==> config.mk <==
export PLATFORM = sky130hd
export DESIGN_NAME = softusb_txgen_flat
export DESIGN_NICKNAME = d
export VERILOG_FILES = /design/src/rtl/softusb_pkg.sv /design/src/rtl/softusb_txgen_if.sv /design/src/rtl/softusb_txgen_stuffer.sv /design/src/rtl/softusb_txgen.sv /design/src/flat_wrapper.sv
export SDC_FILE = /design/constraint.sdc
export NUM_CORES = 1
export LEC_CHECK = 0
export CORE_MARGIN = 2
export CORE_UTILIZATION = 51
export CTS_CLUSTER_SIZE = 10
export DETAILED_ROUTE_END_ITERATION = 10
export MAX_ROUTING_LAYER = met4
export PLACE_DENSITY = 0.78
export SLEW_MARGIN = 10
export SYNTH_ARGS = -nofsm -noshare
export SYNTH_HDL_FRONTEND = slang
export SYNTH_SLANG_ARGS = --single-unit
==> constraint.sdc <==
create_clock -name usb_clk -period 6.3 [get_ports usb_clk]
set_input_delay 0.63 -clock usb_clk [delete_from_list [all_inputs] [get_ports usb_clk]]
set_output_delay 0.63 -clock usb_clk [all_outputs]
set_load 0.02 [all_outputs]
==> src/rtl/softusb_pkg.sv <==
// softusb_pkg: definitions shared by the softusb transmitter slice.
//   tx_state_e  - transmitter FSM states
//   SYNC_BYTE   - SYNC pattern, shifted LSB first
//   line_j/k    - {D+, D-} levels of the J and K line states for a given speed
package softusb_pkg;

  typedef enum logic [2:0] {
    ST_IDLE,
    ST_SYNC,
    ST_DATA,
    ST_SE0,
    ST_J
  } tx_state_e;

  localparam logic [7:0] SYNC_BYTE = 8'h80;

  // Full speed idles with D+ high; low speed idles with D- high.
  function automatic logic [1:0] line_j(input logic ls);
    return {~ls, ls};
  endfunction

  function automatic logic [1:0] line_k(input logic ls);
    return {ls, ~ls};
  endfunction

endpackage

==> src/rtl/softusb_txgen_if.sv <==
// softusb_txgen_if: byte-stream handshake between the softusb I/O registers
// and the line transmitter.
//   tx_data/tx_valid/tx_last - byte offered to the transmitter, LSB first
//   tx_ready                 - one-cycle pulse, byte consumed
//   tx_busy                  - packet or standalone EOP in progress
//   tx_underrun/underrun_clr - sticky underrun flag and its clear
interface softusb_txgen_if;
  logic [7:0] tx_data;
  logic       tx_valid;
  logic       tx_last;
  logic       tx_ready;
  logic       tx_busy;
  logic       tx_underrun;
  logic       underrun_clr;

  modport master (
    output tx_data, tx_valid, tx_last, underrun_clr,
    input  tx_ready, tx_busy, tx_underrun
  );

  modport slave (
    input  tx_data, tx_valid, tx_last, underrun_clr,
    output tx_ready, tx_busy, tx_underrun
  );
endinterface

==> src/rtl/softusb_txgen_stuffer.sv <==
// softusb_txgen_stuffer: byte shifter with USB bit stuffing.
//   clk, rst_n - clock, asynchronous active-low reset
//   clr        - clear run counter and byte state (held while idle)
//   load       - load data/nostuff AND emit data[0] in the same strobe
//   next       - emit the next bit of the current byte (or a stuffed zero)
//   data       - byte to load; nostuff - shift this byte without stuffing
//   bit_out    - bit emitted by this load/next
//   done       - all bits and any pending stuffed zero have been emitted
module softusb_txgen_stuffer #(
  parameter int unsigned STUFF_RUN = 6
) (
  input  logic       clk,
  input  logic       rst_n,
  input  logic       clr,
  input  logic       load,
  input  logic       next,
  input  logic [7:0] data,
  input  logic       nostuff,
  output logic       bit_out,
  output logic       done
);
  localparam int unsigned OW = $clog2(STUFF_RUN + 1);

  logic [7:0]    sr_q, sr_d;
  logic [2:0]    cnt_q, cnt_d;
  logic [OW-1:0] ones_q, ones_d;
  logic          nostuff_q, nostuff_d;
  logic          stuff;

  // A full run of ones forces a zero before anything else, including the
  // first bit of the following byte, so done stays low until it is sent.
  assign stuff = !nostuff_q && (ones_q == OW'(STUFF_RUN));
  assign done  = (cnt_q == '0) && !stuff;

  always_comb begin
    sr_d      = sr_q;
    cnt_d     = cnt_q;
    ones_d    = ones_q;
    nostuff_d = nostuff_q;
    bit_out   = 1'b1;
    if (load) begin
      bit_out   = data[0];
      sr_d      = {1'b0, data[7:1]};
      cnt_d     = 3'd7;
      nostuff_d = nostuff;
      ones_d    = (nostuff || !data[0]) ? '0 : ones_q + OW'(1);
    end else if (stuff) begin
      bit_out = 1'b0;
      if (next) ones_d = '0;
    end else begin
      bit_out = sr_q[0];
      if (next) begin
        sr_d   = {1'b0, sr_q[7:1]};
        cnt_d  = cnt_q - 3'd1;
        ones_d = (nostuff_q || !sr_q[0]) ? '0 : ones_q + OW'(1);
      end
    end
    if (clr && !load) begin
      cnt_d     = '0;
      ones_d    = '0;
      nostuff_d = 1'b0;
    end
  end

  always_ff @(posedge clk or negedge rst_n) begin
    if (!rst_n) begin
      sr_q      <= '0;
      cnt_q     <= '0;
      ones_q    <= '0;
      nostuff_q <= 1'b0;
    end else begin
      sr_q      <= sr_d;
      cnt_q     <= cnt_d;
      ones_q    <= ones_d;
      nostuff_q <= nostuff_d;
    end
  end
endmodule

==> src/rtl/softusb_txgen.sv <==
// softusb_txgen: USB NRZI line transmitter (SYNC, bit stuffing, EOP).
//   usb_clk, usb_rst_n - clock, asynchronous active-low reset
//   tx                 - byte handshake, busy and underrun flags (slave side)
//   low_speed          - selects LS_DIV and low-speed J/K polarity
//   generate_eop       - pulse requesting a standalone keep-alive EOP
//   txp, txm, txoe     - registered pad drives
module softusb_txgen
  import softusb_pkg::*;
#(
  parameter int unsigned FS_DIV       = 6,
  parameter int unsigned LS_DIV       = 48,
  parameter int unsigned STUFF_RUN    = 6,
  parameter int unsigned EOP_SE0_BITS = 2,
  parameter int unsigned AUTO_SYNC    = 1
) (
  input  logic                  usb_clk,
  input  logic                  usb_rst_n,
  softusb_txgen_if.slave        tx,
  input  logic                  low_speed,
  input  logic                  generate_eop,
  output logic                  txp,
  output logic                  txm,
  output logic                  txoe
);
  localparam int unsigned    CW       = $clog2(LS_DIV);
  localparam logic [CW-1:0]  FS_M1    = CW'(FS_DIV - 1);
  localparam logic [CW-1:0]  LS_M1    = CW'(LS_DIV - 1);
  localparam logic [1:0]     SE0_LAST = 2'(EOP_SE0_BITS - 1);

  tx_state_e     state_q, state_d;
  logic [CW-1:0] cnt_q, cnt_d;
  logic          ls_q, ls_d;
  logic          gce;
  logic [1:0]    se0_cnt_q, se0_cnt_d;
  logic          lvl_q, lvl_d;      // NRZI level: 0 = J, 1 = K
  logic          last_q, last_d;
  logic          ka_q, ka_d;        // current EOP is the standalone keep-alive
  logic          pend_q, pend_d;
  logic          und_q, und_d, und_set;
  logic          ready_q, ready_d;
  logic          busy_q, busy_d;
  logic          txp_q, txm_q, txoe_q, txoe_d;
  logic [1:0]    pins_d;

  logic          st_load, st_next, st_nostuff, st_bit, st_done;
  logic [7:0]    st_data;

  // Speed is latched at the wrap so a bit period is never cut short.
  assign gce   = (cnt_q == (ls_q ? LS_M1 : FS_M1));
  assign cnt_d = gce ? '0 : cnt_q + CW'(1);
  assign ls_d  = gce ? low_speed : ls_q;

  softusb_txgen_stuffer #(
    .STUFF_RUN (STUFF_RUN)
  ) u_stuffer (
    .clk     (usb_clk),
    .rst_n   (usb_rst_n),
    .clr     (state_q == ST_IDLE),
    .load    (st_load),
    .next    (st_next),
    .data    (st_data),
    .nostuff (st_nostuff),
    .bit_out (st_bit),
    .done    (st_done)
  );

  always_comb begin
    state_d    = state_q;
    se0_cnt_d  = se0_cnt_q;
    lvl_d      = lvl_q;
    last_d     = last_q;
    ka_d       = ka_q;
    pend_d     = pend_q | generate_eop;
    und_set    = 1'b0;
    ready_d    = 1'b0;
    st_load    = 1'b0;
    st_next    = 1'b0;
    st_data    = tx.tx_data;
    st_nostuff = 1'b0;

    if (gce) begin
      case (state_q)
        ST_IDLE: begin
          if (pend_q) begin
            state_d   = ST_SE0;
            se0_cnt_d = '0;
            ka_d      = 1'b1;
          end else if (tx.tx_valid) begin
            st_load = 1'b1;
            if (AUTO_SYNC != 0) begin
              state_d    = ST_SYNC;
              st_data    = SYNC_BYTE;
              st_nostuff = 1'b1;
            end else begin
              state_d = ST_DATA;
              ready_d = 1'b1;
              last_d  = tx.tx_last;
            end
          end
        end
        ST_SYNC, ST_DATA: begin
          if (!st_done) begin
            st_next = 1'b1;
          end else if (state_q == ST_DATA && last_q) begin
            state_d   = ST_SE0;
            se0_cnt_d = '0;
          end else if (tx.tx_valid) begin
            st_load = 1'b1;
            state_d = ST_DATA;
            ready_d = 1'b1;
            last_d  = tx.tx_last;
          end else begin
            und_set   = 1'b1;
            state_d   = ST_SE0;
            se0_cnt_d = '0;
          end
        end
        ST_SE0: begin
          if (se0_cnt_q == SE0_LAST) state_d = ST_J;
          else se0_cnt_d = se0_cnt_q + 2'd1;
        end
        ST_J: begin
          state_d = ST_IDLE;
          if (ka_q) begin
            ka_d   = 1'b0;
            pend_d = generate_eop;  // a request landing now is kept
          end
        end
        default: state_d = ST_IDLE;
      endcase
    end

    if (st_load || st_next) lvl_d = st_bit ? lvl_q : ~lvl_q;
    if (state_d == ST_IDLE) lvl_d = 1'b0;

    // Pins follow the state being entered at each strobe; while idle the
    // J level tracks low_speed every cycle.
    pins_d = {txp_q, txm_q};
    txoe_d = txoe_q;
    if (gce || state_q == ST_IDLE) begin
      case (state_d)
        ST_IDLE: begin pins_d = line_j(low_speed); txoe_d = 1'b0; end
        ST_SE0:  begin pins_d = 2'b00;             txoe_d = 1'b1; end
        ST_J:    begin pins_d = line_j(ls_q);      txoe_d = 1'b1; end
        default: begin
          pins_d = lvl_d ? line_k(ls_q) : line_j(ls_q);
          txoe_d = 1'b1;
        end
      endcase
    end

    und_d  = und_set ? 1'b1 : (tx.underrun_clr ? 1'b0 : und_q);
    busy_d = (state_d != ST_IDLE);
  end

  always_ff @(posedge usb_clk or negedge usb_rst_n) begin
    if (!usb_rst_n) begin
      state_q   <= ST_IDLE;
      cnt_q     <= '0;
      ls_q      <= 1'b0;
      se0_cnt_q <= '0;
      lvl_q     <= 1'b0;
      last_q    <= 1'b0;
      ka_q      <= 1'b0;
      pend_q    <= 1'b0;
      und_q     <= 1'b0;
      ready_q   <= 1'b0;
      busy_q    <= 1'b0;
      txp_q     <= 1'b1;
      txm_q     <= 1'b0;
      txoe_q    <= 1'b0;
    end else begin
      state_q   <= state_d;
      cnt_q     <= cnt_d;
      ls_q      <= ls_d;
      se0_cnt_q <= se0_cnt_d;
      lvl_q     <= lvl_d;
      last_q    <= last_d;
      ka_q      <= ka_d;
      pend_q    <= pend_d;
      und_q     <= und_d;
      ready_q   <= ready_d;
      busy_q    <= busy_d;
      txp_q     <= pins_d[1];
      txm_q     <= pins_d[0];
      txoe_q    <= txoe_d;
    end
  end

  assign tx.tx_ready    = ready_q;
  assign tx.tx_busy     = busy_q;
  assign tx.tx_underrun = und_q;
  assign txp            = txp_q;
  assign txm            = txm_q;
  assign txoe           = txoe_q;
endmodule

==> src/flat_wrapper.sv <==
// flat-port wrapper written by rule: the top's interface ports become plain ports
module softusb_txgen_flat import softusb_pkg::*;
#(
  parameter int unsigned FS_DIV       = 6,
  parameter int unsigned LS_DIV       = 48,
  parameter int unsigned STUFF_RUN    = 6,
  parameter int unsigned EOP_SE0_BITS = 2,
  parameter int unsigned AUTO_SYNC    = 1
)
  (usb_clk, usb_rst_n, low_speed, generate_eop, txp, txm, txoe, tx_tx_data, tx_tx_valid, tx_tx_last, tx_underrun_clr, tx_tx_ready, tx_tx_busy, tx_tx_underrun);
  softusb_txgen_if tx_i ();
  input  logic usb_clk;
  input  logic usb_rst_n;
  input  logic low_speed;
  input  logic generate_eop;
  output logic txp;
  output logic txm;
  output logic txoe;
  input wire logic [$bits(tx_i.tx_data)-1:0] tx_tx_data;
  input wire logic [$bits(tx_i.tx_valid)-1:0] tx_tx_valid;
  input wire logic [$bits(tx_i.tx_last)-1:0] tx_tx_last;
  input wire logic [$bits(tx_i.underrun_clr)-1:0] tx_underrun_clr;
  output wire logic [$bits(tx_i.tx_ready)-1:0] tx_tx_ready;
  output wire logic [$bits(tx_i.tx_busy)-1:0] tx_tx_busy;
  output wire logic [$bits(tx_i.tx_underrun)-1:0] tx_tx_underrun;
  assign tx_i.tx_data = tx_tx_data;
  assign tx_i.tx_valid = tx_tx_valid;
  assign tx_i.tx_last = tx_tx_last;
  assign tx_i.underrun_clr = tx_underrun_clr;
  assign tx_tx_ready = tx_i.tx_ready;
  assign tx_tx_busy = tx_i.tx_busy;
  assign tx_tx_underrun = tx_i.tx_underrun;
  softusb_txgen #(.FS_DIV(FS_DIV), .LS_DIV(LS_DIV), .STUFF_RUN(STUFF_RUN), .EOP_SE0_BITS(EOP_SE0_BITS), .AUTO_SYNC(AUTO_SYNC)) u_core (.usb_clk(usb_clk), .usb_rst_n(usb_rst_n), .tx(tx_i), .low_speed(low_speed), .generate_eop(generate_eop), .txp(txp), .txm(txm), .txoe(txoe));
endmodule
# After elaboration in Yosys (flattened, before gate mapping)
# Cells that the tools add are included.
dict set report totals {
  reg_bits 37
  inputBits 15
  out_inout_bits 6
}
dict set report classes {
  add_sub_neg 4
  n_eq_ne 15
  muxes 69
  n_bitwise 5
  n_reduce_logical 29
}
# operator n
set op_table {}
lappend op_table {{$mux 8} 7}
lappend op_table {{$mux 3} 17}
lappend op_table {{$mux 1} 32}
lappend op_table {{$mux 2} 6}
lappend op_table {{$mux 6} 2}
lappend op_table {{$pmux 2 s3} 2}
lappend op_table {{$eq 3x2->1 const B} 3}
lappend op_table {{$eq 3x3->1 const B} 3}
lappend op_table {{$logic_not 3->1} 3}
lappend op_table {{$pmux 3 s3} 1}
lappend op_table {{$reduce_bool 3->1} 3}
lappend op_table {{$reduce_bool 2->1} 4}
lappend op_table {{$add 6x1->6 const B} 1}
lappend op_table {{$eq 6x6->1} 1}
lappend op_table {{$ne 3x2->1 const B} 2}
lappend op_table {{$reduce_and 6->1} 1}
lappend op_table {{$logic_not 1->1} 5}
lappend op_table {{$reduce_and 5->1} 1}
lappend op_table {{$logic_and 1x1->1} 4}
lappend op_table {{$logic_or 1x1->1} 4}
lappend op_table {{$ne 2x1->1 const B} 2}
lappend op_table {{$ne 2x2->1 const B} 2}
lappend op_table {{$not 1->1} 4}
lappend op_table {{$pmux 1 s2} 2}
lappend op_table {{9 further kinds} 10}

# Logic depth before layout (Yosys ltp)
# Gate-level depths: netlist of run 1.
dict set report depth {
  ltp_word 13
  ltp_mapped 10
  ltp_nobuf 9
}

# By module
# Synthesis of run 1 repeated with hierarchy kept, for this count alone.
dict set report hier_totals {
  hier_cells 220
  hier_area_um2 2198.4
}
# mod n_inst cells_each area_each_um2
set modules_own_cells {}
lappend modules_own_cells {softusb_txgen 1 148 1426.4}
lappend modules_own_cells {softusb_txgen_stuffer 1 72 772.0}

# Least setup slack after synthesis of run 1
# No wires, ideal clock.
dict set report synth_path {
  kind {reg2reg}
  from {register u_core.ls_q}
  to {register u_core.u_stuffer.ones_q[2]}
  setup_ns 0.118
  t_arrival_ns 2.272
  t_required_ns 6.182
  path_slack_ns 3.910
  stages_incl_launch_ff 9
  n_path_buf 1
  synth_period_minus_slack_ns 2.390
  cell_sequence {dfrtp_1 > or4_1 > a211oi_2 > buf_6 > a32oi_2 > or3_4 > a31oi_4 > nor4b_1 > a21o_1}
}
dict set report synth_between {
  elab_chain_len 8
  word_cells_on_any_way 14
  classes_between {eq/ne (1); mux (8); reduce/logical (5)}
}
# item line_no
set synth_rtl {}
lappend synth_rtl {{start, declared} softusb_txgen.sv:32} ;# logic ls_q, ls_d;
lappend synth_rtl {{start signal, assigned} softusb_txgen.sv:175} ;# ls_q <= ls_d;
lappend synth_rtl {{$mux 6 *} softusb_txgen.sv:49} ;# assign gce = (cnt_q == (ls_q ? LS_M1 : FS_M1));
lappend synth_rtl {{$eq 6x6->1 *} softusb_txgen.sv:49}
lappend synth_rtl {{$mux 8} softusb_txgen.sv:81} ;# if (gce) begin
lappend synth_rtl {{$logic_not 1->1} softusb_txgen_stuffer.sv:46} ;# ones_d = (nostuff || !data[0]) ? '0 : ones_q + OW'(1);
lappend synth_rtl {{$logic_or 1x1->1} softusb_txgen_stuffer.sv:46}
lappend synth_rtl {{$mux 3} softusb_txgen_stuffer.sv:46}
lappend synth_rtl {{$mux 3} softusb_txgen_stuffer.sv:41} ;# if (load) begin
lappend synth_rtl {{$mux 3} softusb_txgen_stuffer.sv:58} ;# if (clr && !load) begin
lappend synth_rtl {{end signal, assigned} softusb_txgen_stuffer.sv:74} ;# ones_q <= ones_d;
lappend synth_rtl {{end, declared} softusb_txgen_stuffer.sv:26} ;# logic [OW-1:0] ones_q, ones_d;
# Every way passes the cells marked *; elsewhere a longest branch is shown, timed or not.
# A chain may end at the register's enable or synchronous reset.

# Final worst setup path of run 1
dict set report layout_path {
  from {register u_core.cnt_q[1]}
  to {register u_core.txm_q, in the netlist u_core.txm}
}
dict set report layout_between {
  elab_chain_len 8
  word_cells_on_any_way 16
  classes_between {eq/ne (3); mux (10); reduce/logical (3)}
}
# item line_no
set layout_rtl {}
lappend layout_rtl {{start, declared} softusb_txgen.sv:31} ;# logic [CW-1:0] cnt_q, cnt_d;
lappend layout_rtl {{start signal, assigned} softusb_txgen.sv:174} ;# cnt_q <= cnt_d;
lappend layout_rtl {{$eq 6x6->1 *} softusb_txgen.sv:49}
lappend layout_rtl {{$mux 8 / $mux 1 (equally long branches)} softusb_txgen.sv:81}
lappend layout_rtl {{$mux 1} softusb_txgen_stuffer.sv:41}
lappend layout_rtl {{$mux 1 (2 in series)} softusb_txgen.sv:133} ;# if (st_load || st_next) lvl_d = st_bit ? lvl_q : ~lvl_q;
lappend layout_rtl {{$mux 1} softusb_txgen.sv:134} ;# if (state_d == ST_IDLE) lvl_d = 1'b0;
lappend layout_rtl {{$mux 2} softusb_txgen.sv:146} ;# pins_d = lvl_d ? line_k(ls_q) : line_j(ls_q);
lappend layout_rtl {{$pmux 2 s3} softusb_txgen.sv:141} ;# case (state_d)
lappend layout_rtl {{end signal, assigned} softusb_txgen.sv:185} ;# txm_q <= pins_d[0];
lappend layout_rtl {{end, declared} softusb_txgen.sv:42} ;# logic txp_q, txm_q, txoe_q, txoe_d;
# Marks and branches as above.

==> results of run 1 <==
## cells in the mapped netlist, types with 5 or more instances
| master | number |
|---|---|
| a21oi_1 | 6 |
| clkbuf_1 | 6 |
| dfrtp_1 | 35 |
| ha_1 | 6 |
| inv_1 | 11 |
| mux2i_1 | 9 |
| nand2_1 | 10 |
| nand3_1 | 9 |
| nand4_1 | 5 |
| nor2_1 | 12 |
| nor2b_1 | 6 |
| nor3_1 | 6 |
| o21ai_0 | 17 |
| xnor2_1 | 5 |
## metrics by stage
stage / cells / utilization, % / setup slack, ns / hold WS [ns]
finish: 274 / 63.4 / 3.36 / 0.485
global route: 274 / 63.4 / 3.17 / 0.520
CTS: 274 / 63.4 / 3.34 / 0.485
detailed placement: 266 / 60.1 / 3.36 / 0.474
global placement: 266 / 60.1 / 3.41 / 0.479
floorplan: 206 / - / 3.91 / 0.334
## metal layers
layer	share of wire (%)	routed length [um]	vias up
met5	0	0	-
met2	46	1800	30
met4	1.3	53	0
met3	3.8	149	4
li1	-	-	782
met1	49	1920	759
## worst reg2reg max path, stage by stage, from the launching register on
cell,delay (ns)
dfrtp_1,0.43
or4_1,0.56
a211oi_2,0.22
buf_4,0.27
o311a_1,0.57
a31o_2,0.28
xnor2_1,0.14
and3b_1,0.20
o22a_1,0.17
## worst min-delay path by stage
stage | end | cells past startpoint
floorplan | u_core.cnt_q[0]$_DFF_PN0_ | 0
global placement | u_core.txp$_DFFE_PN1P_ | 2
detailed placement | u_core.txp$_DFFE_PN1P_ | 2
CTS | u_core.txp$_DFFE_PN1P_ | 2
global route | u_core.se0_cnt_q[1]$_DFFE_PN0P_ | 1
finish | u_core.txp$_DFFE_PN1P_ | 2
## flip-flops by register name, indices dropped and copies added, names as in the netlist, 2 cells and up
signal	cells
u_core.state_q	3
u_core.u_stuffer.ones_q	3
u_core.cnt_q	6
u_core.u_stuffer.cnt_q	3
u_core.u_stuffer.sr_q	7
u_core.se0_cnt_q	2
## final cells by class
cell class	count	area, sq um	area share, %
clock buffer	7	96.3	4.06
clock inverter	1	30.0	1.26
inverter	11	41.3	1.74
multi-input combinational	149	1030	43.4
sequential	36	902	38.0
tap	48	60.1	2.53
timing repair buffer	22	215	9.06
## power by group
part	switching, W	leakage, nW	total, W	internal, W
Sequential	0.0000630	0.428	0.000361	0.000297
Clock	0.0000848	0.0645	0.000224	0.000140
Combinational	0.000135	0.579	0.000273	0.000138
Total	0.000283	1.07	0.000858	0.000575
## kinds of logic after synthesis
kind of cell / Yosys count
DFF: 36
xor gates and xnor gates: 8
buffers and inverters: 21
adders and majority gates: 6
AOI/OAI and AO/OA: 49
muxes: 13
and+or+nand+nor: 73
==> metrics.yaml, run 1 <==
outcome: "completed"
cts_sinks: 36
synth_top_family_by_area: "simple AND/OR/NAND/NOR gates"
setup_viol: 0
hold_path.class: "reg2reg"
drc: 0
syn_nets: 227
pwr_density_cell_nw_per_um2: 361
antenna_left: 0
synthCells: 206
wire_per_inst_um: 14.3
reg2reg_to: "u_core.txm$_DFFE_PN0P_"
period_share_pct: 46.7
vdd_drop_max_uv: 175
finalPower_w: 0.000858
seq_area_frac_synth_pct: 44.6
place_hpwl_mm: 2.75
io_pins: 21
fmax_mhz: 340
rows: 22
drt-initial-drc-count: 147
r2r_cells: 8
start_kind: "flip-flop"
cp_cell_sequence: "or4_1, a211oi_2, buf_4, o311a_1, a31o_2, xnor2_1, and3b_1, o22a_1"
tightest_slew_ns: 1.01
met3_usage_pct: 5.07
use_met2_pct: 31.0
hold_violations: 0
placed_area_sq_um: 2250
via_per_inst: 5.75
nNetsFinal: 246
port_buffers: 20
final_cell_area_sq_um: 2370
start_util_pct: 54.0
timing.setup.tns_ns: 0
clockBufferDepth: 2
die_h_um: 66.9
path_class: "reg2reg"
synth.distinct_cells: 50
endpoint: "u_core.txm$_DFFE_PN0P_"
die_area_sq_um: 4480
htree_levels: 2
path_clk_slew_ns: 0.07
postCtsSetupBuffers: 0
synthTopCellsByArea: "dfrtp_1 43%, mux2i_1 4.5%, o21ai_0 4.2%"
cts_tree: "yes"
grt_pass1_vias: 1484
synthAdderAreaFrac_pct: 3.72
numCtsBuffers: 5
area_delta_synth_final_pct: 17.5
grt_setup_unrepaired: "false"
vias: 1575
cts_resized: 0
cp.depth: 8
crit_buf_inv: 1
min_period_ns: 2.94
synth-compound-area-share_pct: 16.8
final_common_cell: "dfrtp_1"
p_leak_nw: 1.07
path_delay_family: "compound AO/OA/AOI/OAI gates"
netlist.area_leader.share_pct: 43.3
ys_ff_latch: 36
grt_overflow: 0
async_reset_ff_share_pct: 100
endpoint_kind: "flip-flop"
final_cell_mix: "35 x dfrtp_1, 20 x clkdlybuf4s50_1, 17 x o21ai_0, 12 x nor2_1, 11 x inv_1"
yosys.area.top_type: "dfrtp_1"
antenna_found_initial: 0
crit_path_start: "u_core.cnt_q[1]$_DFF_PN0_"
hp-start: "u_core.txp$_DFFE_PN1P_"
antenna_cells: 0
r2r-start: "u_core.cnt_q[1]$_DFF_PN0_"
fill_cells: 341
yosys_warnings: 0
slowest_stage: "o311a_1"
hold_buffers: 0
crit_path_max_incr_delay_ns: 0.57
drive_gt1_share_pct: 9.73
cp.arrival_ns: 3.12
die_w_um: 66.9
skew_ns: 0.00280
clock-root-buffer: "clkbuf_8"
gp_congestion: 0.888
yosys.area_share.simple_pct: 20.2
reg2reg_slack_ns: 3.36
track_usage_pct: 21.6
synth_ff_type: "dfrtp_1"
top_usage_layer: "met2"
cp_max_fo: 20
drv_slew: 0
dr.pass1.iters: 4
synth_area_per_cell_sq_um: 9.81
insertion_delay_ns: 0.29
crit_required_ns: 6.48
grt_max_degree: 37
coreArea_sq_um: 3740
grt_pass1_wl_mm: 6.98
muxShareOfSynthArea_pct: 6.69
totalWireLength_mm: 3.93
synth_area_sq_um: 2020
max_cap_viol_count: 0
synth_xor_area_share_pct: 3.47
synth_enable_flop_cells: 0
maxSlewHeadroom_pct: 32.4
grt.met1_usage_pct: 29.3
No activity file was read; power rests on OpenSTA's default activity.
==> run 2: changes to the inputs <==
--- a/config.mk
+++ b/config.mk
@@ -10,7 +10,7 @@
 export CTS_CLUSTER_SIZE = 10
 export DETAILED_ROUTE_END_ITERATION = 10
 export MAX_ROUTING_LAYER = met4
-export PLACE_DENSITY = 0.78
+export PLACE_DENSITY = 0.81
 export SLEW_MARGIN = 10
 export SYNTH_ARGS = -nofsm -noshare
 export SYNTH_HDL_FRONTEND = slang
==> constraint.sdc (replaced) <==
create_clock -name usb_clk -period 2.6 [get_ports usb_clk]
set_input_delay 0.26 -clock usb_clk [delete_from_list [all_inputs] [get_ports usb_clk]]
set_output_delay 0.26 -clock usb_clk [all_outputs]
set_load 0.02 [all_outputs]
==> run 2 against run 1 <==
  * Utilization rose by 1.0 points
  * First-iteration DRC count fell by 66%
  * Global-route usage fell by 1.0 points
  * Non-clock buffer count increased by 9
  * Total power up 130%
  * Flip-flop and latch count is the same
  * Maximum frequency up 17%
  * Count of clock-buffer cells in the layout stayed put
  * Hold slack lost 0.087 ns
  * Routed wire length down 0.71%
  * Critical path type unchanged
==> metrics.yaml, run 2 (synthesis results as in run 1) <==
htree_levels: 2
crit_required_ns: 2.78
nNetsFinal: 255
setup_viol: 0
drc: 0
fmax_mhz: 399
clockBufferDepth: 2
reg2reg_slack_ns: 0.09
gp_congestion: 0.960
tightest_slew_ns: 0.517
grt_pass1_wl_mm: 6.69
pre_cts_ws_ns: 0.119
coreArea_sq_um: 3740
clock-root-buffer: "clkbuf_8"
p_leak_nw: 1.10
path_clk_slew_ns: 0.07
insertion_delay_ns: 0.29
layout_setup_ws_ns: 0.0911
cts_sinks: 36
period_share_pct: 96.5
port_buffers: 20
endpoint_kind: "flip-flop"
hold_violations: 0
cts_tree: "yes"
outcome: "completed"
start_util_pct: 54.0
grt_setup_unrepaired: "false"
die_h_um: 66.9
antenna_cells: 0
regMostFlops: "u_core.u_stuffer.sr_q"
hold_path.class: "in2async"
vdd_drop_max_uv: 437
vias: 1604
final_common_cell: "dfrtp_1"
grt_pass1_vias: 1543
wire_per_inst_um: 13.8
min_period_ns: 2.51
grt_overflow: 0
pwr_density_cell_nw_per_um2: 829
r2r_cells: 8
via_per_inst: 5.67
antenna_found_initial: 0
drv_slew: 0
place_hpwl_mm: 2.76
drt-initial-drc-count: 50
drive_gt1_share_pct: 13.2
numCtsBuffers: 5
timing.setup.tns_ns: 0
fill_cells: 321
die_w_um: 66.9
cp.arrival_ns: 2.69
whs_ns: 0.398
cp_max_fo: 11
skew_ns: 0.00811
path_class: "reg2reg"
final_cell_mix: "35 x dfrtp_1, 20 x clkdlybuf4s50_1, 17 x o21ai_0, 12 x nor2_1"
area_delta_synth_final_pct: 19.4
totalWireLength_mm: 3.90
largest_reg_flops: 7
dr.pass1.iters: 7
start_kind: "flip-flop"
maxSlewHeadroom_pct: 65.5
track_usage_pct: 20.5
grt_max_degree: 37
biggestRegsByFlops: "u_core.u_stuffer.sr_q (7), u_core.cnt_q (6)"
io_pins: 21
die_area_sq_um: 4480
post-route-util_pct: 64.4
max_cap_viol_count: 0
rows: 22
antenna_left: 0
-- run 2: cell types whose count changed in the layout (fill, tap and decap cells not counted), sizes merged --
cell,delta
buf,+9
bufinv,-1
clkinvlp,+1
-- run 2: layout make-up --
| type | count | area, sq um | area share (%) |
|---|---|---|---|
| clock buffer | 7 | 86.3 | 3.58 |
| timing repair buffer | 31 | 283 | 11.7 |
| clock inverter | 1 | 7.51 | 0.311 |
| multi-input combinational | 149 | 1030 | 42.8 |
| sequential | 36 | 902 | 37.4 |
| tap | 48 | 60.1 | 2.49 |
| inverter | 11 | 41.3 | 1.71 |
-- run 2: repair_timing --
action	4_1_cts	5_1_grt
hold buffers	0	0
setup endpoints to repair	0	1
setup buffers	0	0
gates resized for setup	0	1
-- run 2: path summary, 6_finish.rpt --
path | start | endpoint
min in group usb_clk | u_core.txp$_DFFE_PN1P_ | u_core.txp$_DFFE_PN1P_
worst min register to register | u_core.txp$_DFFE_PN1P_ | u_core.txp$_DFFE_PN1P_
worst max-delay path | u_core.cnt_q[1]$_DFF_PN0_ | u_core.u_stuffer.ones_q[2]$_DFFE_PN0P_
max in group asynchronous | usb_rst_n | u_core.txp$_DFFE_PN1P_
worst max register to register | u_core.cnt_q[1]$_DFF_PN0_ | u_core.u_stuffer.ones_q[2]$_DFFE_PN0P_
worst min-delay path | usb_rst_n | u_core.txoe$_DFFE_PN0P_
-- run 2: routing by layer --
metal	wire, um	vias up	global-route usage, %
li1	-	797	-
met1	1900	762	25.8
met2	1760	40	31.1
met3	165	5	5.74
met4	70	0	8.93
met5	0	-	-
-- run 2: critical path, stage by stage, from the launching register on --
cell and delay, ns:
dfrtp_1 0.37, or4_1 0.55, a211oi_2 0.26, buf_4 0.21, a32oi_2 0.12, or3_4 0.41, a31oi_4 0.24, nor4b_1 0.08
a21o_1 0.15
-- run 2: through the flow --
stage / instance area (sq um) / instances / total power [W]
final: 2410 / 283 / 0.00200
after detailed placement: 2320 / 275 / 0.00159
after floorplan: 2020 / 206 / 0.00136
after global routing: 2410 / 283 / 0.00216
after global placement: 2320 / 275 / 0.00157
after CTS: 2410 / 283 / 0.00201
-- run 2: power by group --
| part | leakage, nW | total (W) | internal [W] | switching (W) |
|---|---|---|---|---|
| Sequential | 0.428 | 0.000854 | 0.000721 | 0.000133 |
| Combinational | 0.625 | 0.000737 | 0.000373 | 0.000364 |
| Clock | 0.0445 | 0.000408 | 0.000215 | 0.000193 |
| Total | 1.10 | 0.00200 | 0.00131 | 0.000690 |
